**src/rtl/sdram_port_arbiter.sv**
```systemverilog
// Shares the SDRAM driver command/write-data channel between the framebuffer writer and the
// display prefetch reader. Reads win, except that a waiting write is granted after RD_STREAK_MAX reads.
module sdram_port_arbiter #(
  parameter int ADDR_WIDTH    = 24,
  parameter int DATA_WIDTH    = 16,
  parameter int BURST_LEN     = 8,
  parameter int RD_STREAK_MAX = 4
) (
  input  logic                  clk_i,
  input  logic                  rst_i,
  input  logic                  wr_valid_i,
  output logic                  wr_ready_o,
  input  logic [ADDR_WIDTH-1:0] wr_addr_i,
  input  logic [DATA_WIDTH-1:0] wr_data_i,
  input  logic                  rd_valid_i,
  output logic                  rd_ready_o,
  input  logic [ADDR_WIDTH-1:0] rd_addr_i,
  output logic                  cmd_valid_o,
  input  logic                  cmd_ready_i,
  output logic                  cmd_write_o,
  output logic [ADDR_WIDTH-1:0] cmd_addr_o,
  output logic                  wdata_valid_o,
  input  logic                  wdata_ready_i,
  output logic [DATA_WIDTH-1:0] wdata_o,
  output logic                  wdata_last_o,
  output logic                  busy_o
);
  localparam int BW = $clog2(BURST_LEN);
  localparam int SW = $clog2(RD_STREAK_MAX + 1);
  localparam logic [BW-1:0] LAST_BEAT  = BW'(BURST_LEN - 1);
  localparam logic [SW-1:0] STREAK_MAX = SW'(RD_STREAK_MAX);

  typedef enum logic [1:0] {ARB, RD_CMD, WR_CMD, WR_DATA} state_t;

  state_t                r_state;
  logic                  r_cmd_valid;
  logic                  r_cmd_write;
  logic [ADDR_WIDTH-1:0] r_cmd_addr;
  logic [BW-1:0]         r_beat;
  logic [SW-1:0]         r_rd_streak;

  logic w_in_arb;
  logic w_in_data;
  logic w_wr_grant;
  logic w_rd_grant;
  logic w_beat_fire;

  assign w_in_arb    = (r_state == ARB);
  assign w_in_data   = (r_state == WR_DATA);
  assign w_wr_grant  = w_in_arb && wr_valid_i && (!rd_valid_i || (r_rd_streak == STREAK_MAX));
  assign w_rd_grant  = w_in_arb && rd_valid_i && !w_wr_grant;
  assign w_beat_fire = w_in_data && wr_valid_i && wdata_ready_i;

  // The writer's ready means "address beat taken" in ARB and "data beat taken" in WR_DATA.
  assign wr_ready_o    = w_wr_grant || (w_in_data && wdata_ready_i);
  assign rd_ready_o    = w_rd_grant;
  assign wdata_valid_o = w_in_data && wr_valid_i;
  assign wdata_o       = wr_data_i;
  assign wdata_last_o  = wdata_valid_o && (r_beat == LAST_BEAT);
  assign busy_o        = !w_in_arb;
  assign cmd_valid_o   = r_cmd_valid;
  assign cmd_write_o   = r_cmd_write;
  assign cmd_addr_o    = r_cmd_addr;

  always_ff @(posedge clk_i) begin
    if (rst_i) begin
      r_state     <= ARB;
      r_cmd_valid <= 1'b0;
      r_cmd_write <= 1'b0;
      r_cmd_addr  <= '0;
      r_beat      <= '0;
      r_rd_streak <= '0;
    end else begin
      case (r_state)
        ARB: begin
          if (w_wr_grant) begin
            r_cmd_addr  <= wr_addr_i;
            r_cmd_write <= 1'b1;
            r_cmd_valid <= 1'b1;
            r_rd_streak <= '0;
            r_state     <= WR_CMD;
          end else if (w_rd_grant) begin
            r_cmd_addr  <= rd_addr_i;
            r_cmd_write <= 1'b0;
            r_cmd_valid <= 1'b1;
            r_state     <= RD_CMD;
            // The streak only counts reads that actually made a writer wait.
            if (!wr_valid_i) begin
              r_rd_streak <= '0;
            end else if (r_rd_streak != STREAK_MAX) begin
              r_rd_streak <= r_rd_streak + 1'b1;
            end
          end
        end
        RD_CMD: begin
          if (cmd_ready_i) begin
            r_cmd_valid <= 1'b0;
            r_state     <= ARB;
          end
        end
        WR_CMD: begin
          if (cmd_ready_i) begin
            r_cmd_valid <= 1'b0;
            r_beat      <= '0;
            r_state     <= WR_DATA;
          end
        end
        WR_DATA: begin
          if (w_beat_fire) begin
            r_beat <= r_beat + 1'b1;
            if (r_beat == LAST_BEAT) begin
              r_state <= ARB;
            end
          end
        end
        default: r_state <= ARB;
      endcase
    end
  end

endmodule

```
**config.mk**
```make
export PLATFORM = sky130hd
export DESIGN_NAME = sdram_port_arbiter
export DESIGN_NICKNAME = d
export VERILOG_FILES = /design/src/rtl/sdram_port_arbiter.sv
export SDC_FILE = /design/constraint.sdc
export NUM_CORES = 1
export LEC_CHECK = 0
export ABC_AREA = 1
export CAP_MARGIN = 20
export CELL_PAD_IN_SITES_DETAIL_PLACEMENT = 1
export CELL_PAD_IN_SITES_GLOBAL_PLACEMENT = 2
export CORE_MARGIN = 1
export CORE_UTILIZATION = 19
export DETAILED_ROUTE_END_ITERATION = 10
export GPL_TIMING_DRIVEN = 1
export HOLD_SLACK_MARGIN = 0.12
export PLACE_DENSITY_LB_ADDON = 0.1
export SYNTH_ARGS = -nofsm -noshare
export SYNTH_HDL_FRONTEND = slang
export SYNTH_SLANG_ARGS = --single-unit
```
**constraint.sdc**
```tcl
create_clock -name clk_i -period 1.9 [get_ports clk_i]
set_clock_uncertainty 0.2 [all_clocks]
set_input_delay 0.19 -clock clk_i [delete_from_list [all_inputs] [get_ports clk_i]]
set_output_delay 0.19 -clock clk_i [all_outputs]
set_load 0.01 [all_outputs]
```
* Word-level counts from Yosys, hierarchy flattened
Cells that the tools add are included.
Operators by class: reductions and logical operators 23, $add $sub $neg 2, multiplexer cells 22, equality and inequality tests 13
Operator list (count):
- two-way mux 24 bit | 2
- two-way mux 3 bit | 6
- two-way mux 2 bit | 6
- AND reduction 3 bit | 3
- logical AND 1 bit | 8
- case mux 2 bit (4 select lines) | 1
- adder 3 x 1 -> 3 bit (second input constant) | 2
- == test 3 bit (second input constant) | 2
- != test 2 x 1 -> 1 bit (second input constant) | 3
- case mux 3 bit (2 select lines) | 1
- nonzero test 2 bit | 3
- two-way mux 1 bit | 5
- AND reduction 5 bit | 1
- == test 2 bit (second input constant) | 2
- != test 2 bit (second input constant) | 2
- logical NOT 1 bit | 3
- != test 3 x 1 -> 1 bit (second input constant) | 1
- != test 3 x 2 -> 1 bit (second input constant) | 1
- != test 3 bit (second input constant) | 1
- == test 2 x 1 -> 1 bit (second input constant) | 1
- logical NOT 2 bit | 1
- logical OR 1 bit | 2
- case mux 1 bit (2 select lines) | 1
- AND reduction 2 bit | 1
- OR reduction 2 bit | 1
Storage, ports and cells: register bits 34, logic and storage cells 66, output and inout bits 47, input bits 70

* Logic depth before layout (Yosys ltp)
depth in word-level cells 8, gate-level depth with buffers 10, mapped depth without buffers 9

* Worst setup path before layout
Ideal clock, no wire load.
path kind reg2reg, start register r_state[0], end register r_cmd_addr[0] (netlist: cmd_addr_o[0]), data arrival time 1.361 ns, data required time 1.589 ns, path buffers 1, period minus slack after synthesis 1.672 ns, stages on the path, launching flop included 9, path slack 0.228 ns, library setup time 0.111 ns, cell sequence dfxtp_1 -> inv_1 -> ha_1 -> nand2_2 -> nand2_4 -> buf_2 -> or2_1 -> nand3_1 -> inv_1
Between the ends: cells in the longest elaborated chain, start to end 7, elaborated cells on any way between the ends 9, those cells by class mux (1); reduce/logical (8)
Ends and longest elaborated chain:
- start: declaration | RTL line 35 | state_t r_state;
- start signal: assignment | RTL line 67 | r_state <= ARB;
- start signal: assignment | RTL line 81 | r_state <= WR_CMD;
- start signal: assignment | RTL line 86 | r_state <= RD_CMD;
- logical NOT 2 bit (*) | RTL line 48, 74
- logical AND 1 bit (2 in a row) | RTL line 50 | assign w_wr_grant = w_in_arb && wr_valid_i && (!rd_valid_i || (r_rd_streak == STREAK_MAX));
- logical NOT 1 bit | RTL line 51 | assign w_rd_grant = w_in_arb && rd_valid_i && !w_wr_grant;
- logical AND 1 bit | RTL line 51
- nonzero test 2 bit (no line)
- AND reduction 2 bit (no line)
- end signal: assignment | RTL line 77 | r_cmd_addr <= wr_addr_i;
- end signal: assignment | RTL line 83 | r_cmd_addr <= rd_addr_i;
- end: declaration | RTL line 38 | logic [ADDR_WIDTH-1:0] r_cmd_addr;
Mark *: on every way between the ends. The rest lies on a longest branch, timed or not. A chain may end at the register's enable or synchronous reset.

* Final worst setup path
start register r_beat[0], end output port wdata_last_o
Between the ends: cells in the longest elaborated chain, start to end 2
Ends and longest elaborated chain:
- start: declaration | RTL line 39 | logic [BW-1:0] r_beat;
- start signal: assignment | RTL line 110 | r_beat <= r_beat + 1'b1;
- == test 3 bit | RTL line 59 | assign wdata_last_o = wdata_valid_o && (r_beat == LAST_BEAT);
- logical AND 1 bit | RTL line 59
- end: declaration | RTL line 25 | output logic wdata_last_o,
Every way passes these cells.

==> results.cfg <==
[grt]
grt-ovfl-total = 0
antenna_found_initial = 0
grt_pass1_wl_um = 10700
grt_usage_pct = 12.00
grt_pass1_vias = 2199
grt_max_degree = 27

[worst_setup_path]
cp.required_ns = 1.51
crit_path_end_kind = primary output
crit_top_cell = ha_1
crit_type = reg -> out
rrSetupSlack_ns = 0.17
critPathLaunchType = register
arrival_ns = 1.39
cp_max_fo = 3
crit_end = wdata_last_o
r2r_cells = 9
r2r_start = r_state[0]
crit_start = r_beat[0]
crit_path_top_delay_cell = dfxtp_1
max_stage_delay_ns = 0.32
worstReg2RegEnd = cmd_addr_o[9]
path_cells = ha_1 > ha_1 > inv_1 > nor2_1 > dlygate4sd2_1

[routing]
dr_total_vias = 2088
postRouteAntennaNets = 0
first_pass_iters = 4
drc_errors = 0
avgRoutedWirePerCell_um = 12.93
wirelength_um = 6631
drtIter0Drc = 23
vias_per_cell = 4.070

[layout]
nets = 455
area_growth_syn_to_layout_pct = 54.12
antenna_cells = 0
fillers = 1290
utilization_pct = 30.75
drive_gt1_share_pct = 15.12

[die]
io_pins = 117
fp.dieArea_um2 = 11460
rows = 37
die_w_um = 107.1
die_h_um = 107.1
core_um2 = 10510
start_util_pct = 19.95

[cts]
cts_inserted_buffers = 5
clk_pin_slew_worst_paths_ns = 0.07
insertion_delay_ns = 0.29
cts_buffer_depth = 2
clock_sinks = 34
cts_tree = done
root_buffer = clkbuf_8
htree_levels = 2
cts_hold_buf = 0

[job]
max-cap-violations = 0

[place]
dp_hpwl_um = 4881
io_buffers = 84
gp_congestion = 0.7095

[synth]
syn_nets = 369
seq_area_frac_synth_pct = 32.46
synth_area_um2 = 2097
syn_inst = 290
synth.avg_cell_area_um2 = 7.231
synth.yosys.warnings = 0
ys_ff_latch = 34
synthDistinctLibCells = 24

[sta]
final_hold_viol_count = 0
rsz0062_at_grt = false
drv_slew = 0
period_share_pct = 93.93
hold_slack_ns = 0.1800
fin_crit_ns = 1.785
max_freq_mhz = 560.4
setup_violations = 0
fin_setup_tns_ns = 0
relSlewSlack_pct = 77.95
worst_pin_slew_ns = 0.3293

[pwr]
power.leakage_nw = 1.506
power.density_nw_per_um2 = 1238
power_w = 0.004002
ir_drop_mv = 0.3017

[status]
outcome = completed

[worst_hold_path]
hold_depth = 0
hp-class = in -> out
[metal layers]
layer / wire, um / up-vias / GRT usage, %
met4: 48 / 0 / 4.207
met5: 0 / - / 0
li1: - / 1078 / -
met1: 2965 / 952 / 14.27
met3: 372 / 4 / 3.161
met2: 3243 / 54 / 20.69
[report_power, final]
part	switching, W	leakage, nW	internal (W)
Clock	0.000290	0.0482	0.000293
Combinational	0.00119	1.18	0.00121
Sequential	0.0000918	0.282	0.000925
Total	0.00157	1.51	0.00243
[cell families (layout without fill, tap and decap cells)]
| kind of cell | after synthesis | count (layout) | share of synthesized area, % |
|---|---|---|---|
| XOR/XNOR | 1 | 1 | 0.4177 |
| flip-flops | 34 | 34 | 32.46 |
| adder cells (fa/ha/maj) | 9 | 9 | 5.370 |
| AO/OA/AOI/OAI | 12 | 12 | 3.461 |
| AND/OR/NAND/NOR | 165 | 165 | 40.45 |
| buffers and inverters | 69 | 156 | 17.84 |
[final cells by class]
cell class	count	area [um2]	area share (%)
inverters	39	153.9	4.762
clock buffers	7	86.33	2.671
clock inverters	1	5.005	0.1549
repair buffers	109	1061	32.83
multi-input cells	187	1074	33.22
flip-flops and latches	34	681.9	21.10
well taps	136	170.2	5.265
[cells in the final DEF (no fill, tap or decap)]
cell             count
xor2_1               1
dfxtp_1             33
inv_8                1
o211ai_2             1
buf_6                1
buf_12               3
ha_1                 7
buf_2                1
nand2_1             34
clkdlybuf4s50_1     79
nor2_1               8
inv_1               38
clkinv_2             1
o21bai_1             1
dlygate4sd2_1        3
ha_4                 1
nand2_8              2
nor2_2               1
nand3_1             80
clkdlybuf4s15_1      1
a21oi_1              7
nand4_1              1
o21ai_0              2
or2_1               23
dfxtp_2              1
o211ai_1             1
clkbuf_1             1
clkbuf_8             6
buf_4               21
ha_2                 1
nand2_2             12
nand2_4              2
or2_2                2
[Yosys cell counts]
| cell | instances | area, um2 |
|---|---|---|
| a21oi_1 | 7 | 35.03 |
| buf_2 | 5 | 25.02 |
| buf_4 | 19 | 142.6 |
| buf_6 | 4 | 45.04 |
| clkbuf_1 | 2 | 7.510 |
| dfxtp_1 | 34 | 680.7 |
| ha_1 | 9 | 112.6 |
| inv_1 | 38 | 142.6 |
| inv_8 | 1 | 11.26 |
| nand2_1 | 35 | 131.4 |
| nand2_2 | 12 | 75.07 |
| nand2_4 | 2 | 22.52 |
| nand2_8 | 1 | 20.02 |
| nand3_1 | 80 | 400.4 |
| nand4_1 | 1 | 6.260 |
| nor2_1 | 8 | 30.03 |
| nor2_2 | 1 | 6.260 |
| o211ai_1 | 1 | 7.510 |
| o211ai_2 | 1 | 12.51 |
| o21ai_0 | 2 | 10.01 |
| o21bai_1 | 1 | 7.510 |
| or2_1 | 23 | 143.9 |
| or2_2 | 2 | 12.51 |
| xor2_1 | 1 | 8.760 |
[worst min-delay path by stage]
stage,end,from
2_1_floorplan,cmd_write_o,rst_i
3_3_place_gp,wdata_o[3],wr_data_i[3]
3_5_place_dp,wdata_o[3],wr_data_i[3]
4_1_cts,wdata_o[3],wr_data_i[3]
5_1_grt,wdata_o[12],wr_data_i[12]
6_report,wdata_o[10],wr_data_i[10]
[flip-flops by register name (all words and copies together) (netlist names)]
signal and cells:
cmd_addr_o 24, cmd_valid_o 1, cmd_write_o 1, r_beat 3, r_rd_streak 3, r_state 2
[stage by stage]
step                cells  area, um2  worst slack (ns)
finish                513       3232            0.1154
global route          513       3232           0.02291
CTS                   514       3217        0.00003653
detailed placement    505       3113          -0.09248
global placement      505       3113           -0.1074
floorplan             290       2097            0.2277
[critical path: cells and delay by family, from the launching register on]
family | cells | cell delay, ns
fa+ha+maj | 2 | 0.37
buf+inv | 2 | 0.36
flops | 1 | 0.32
simple gates | 1 | 0.05
[what timing repair did]
action	CTS	global route
pin swaps	1	2
hold endpoints to repair	0	0
endpoints found under the setup margin	8	26
buffers inserted	1	0
resized for setup	11	6
No activity file was read; power rests on OpenSTA's default activity.
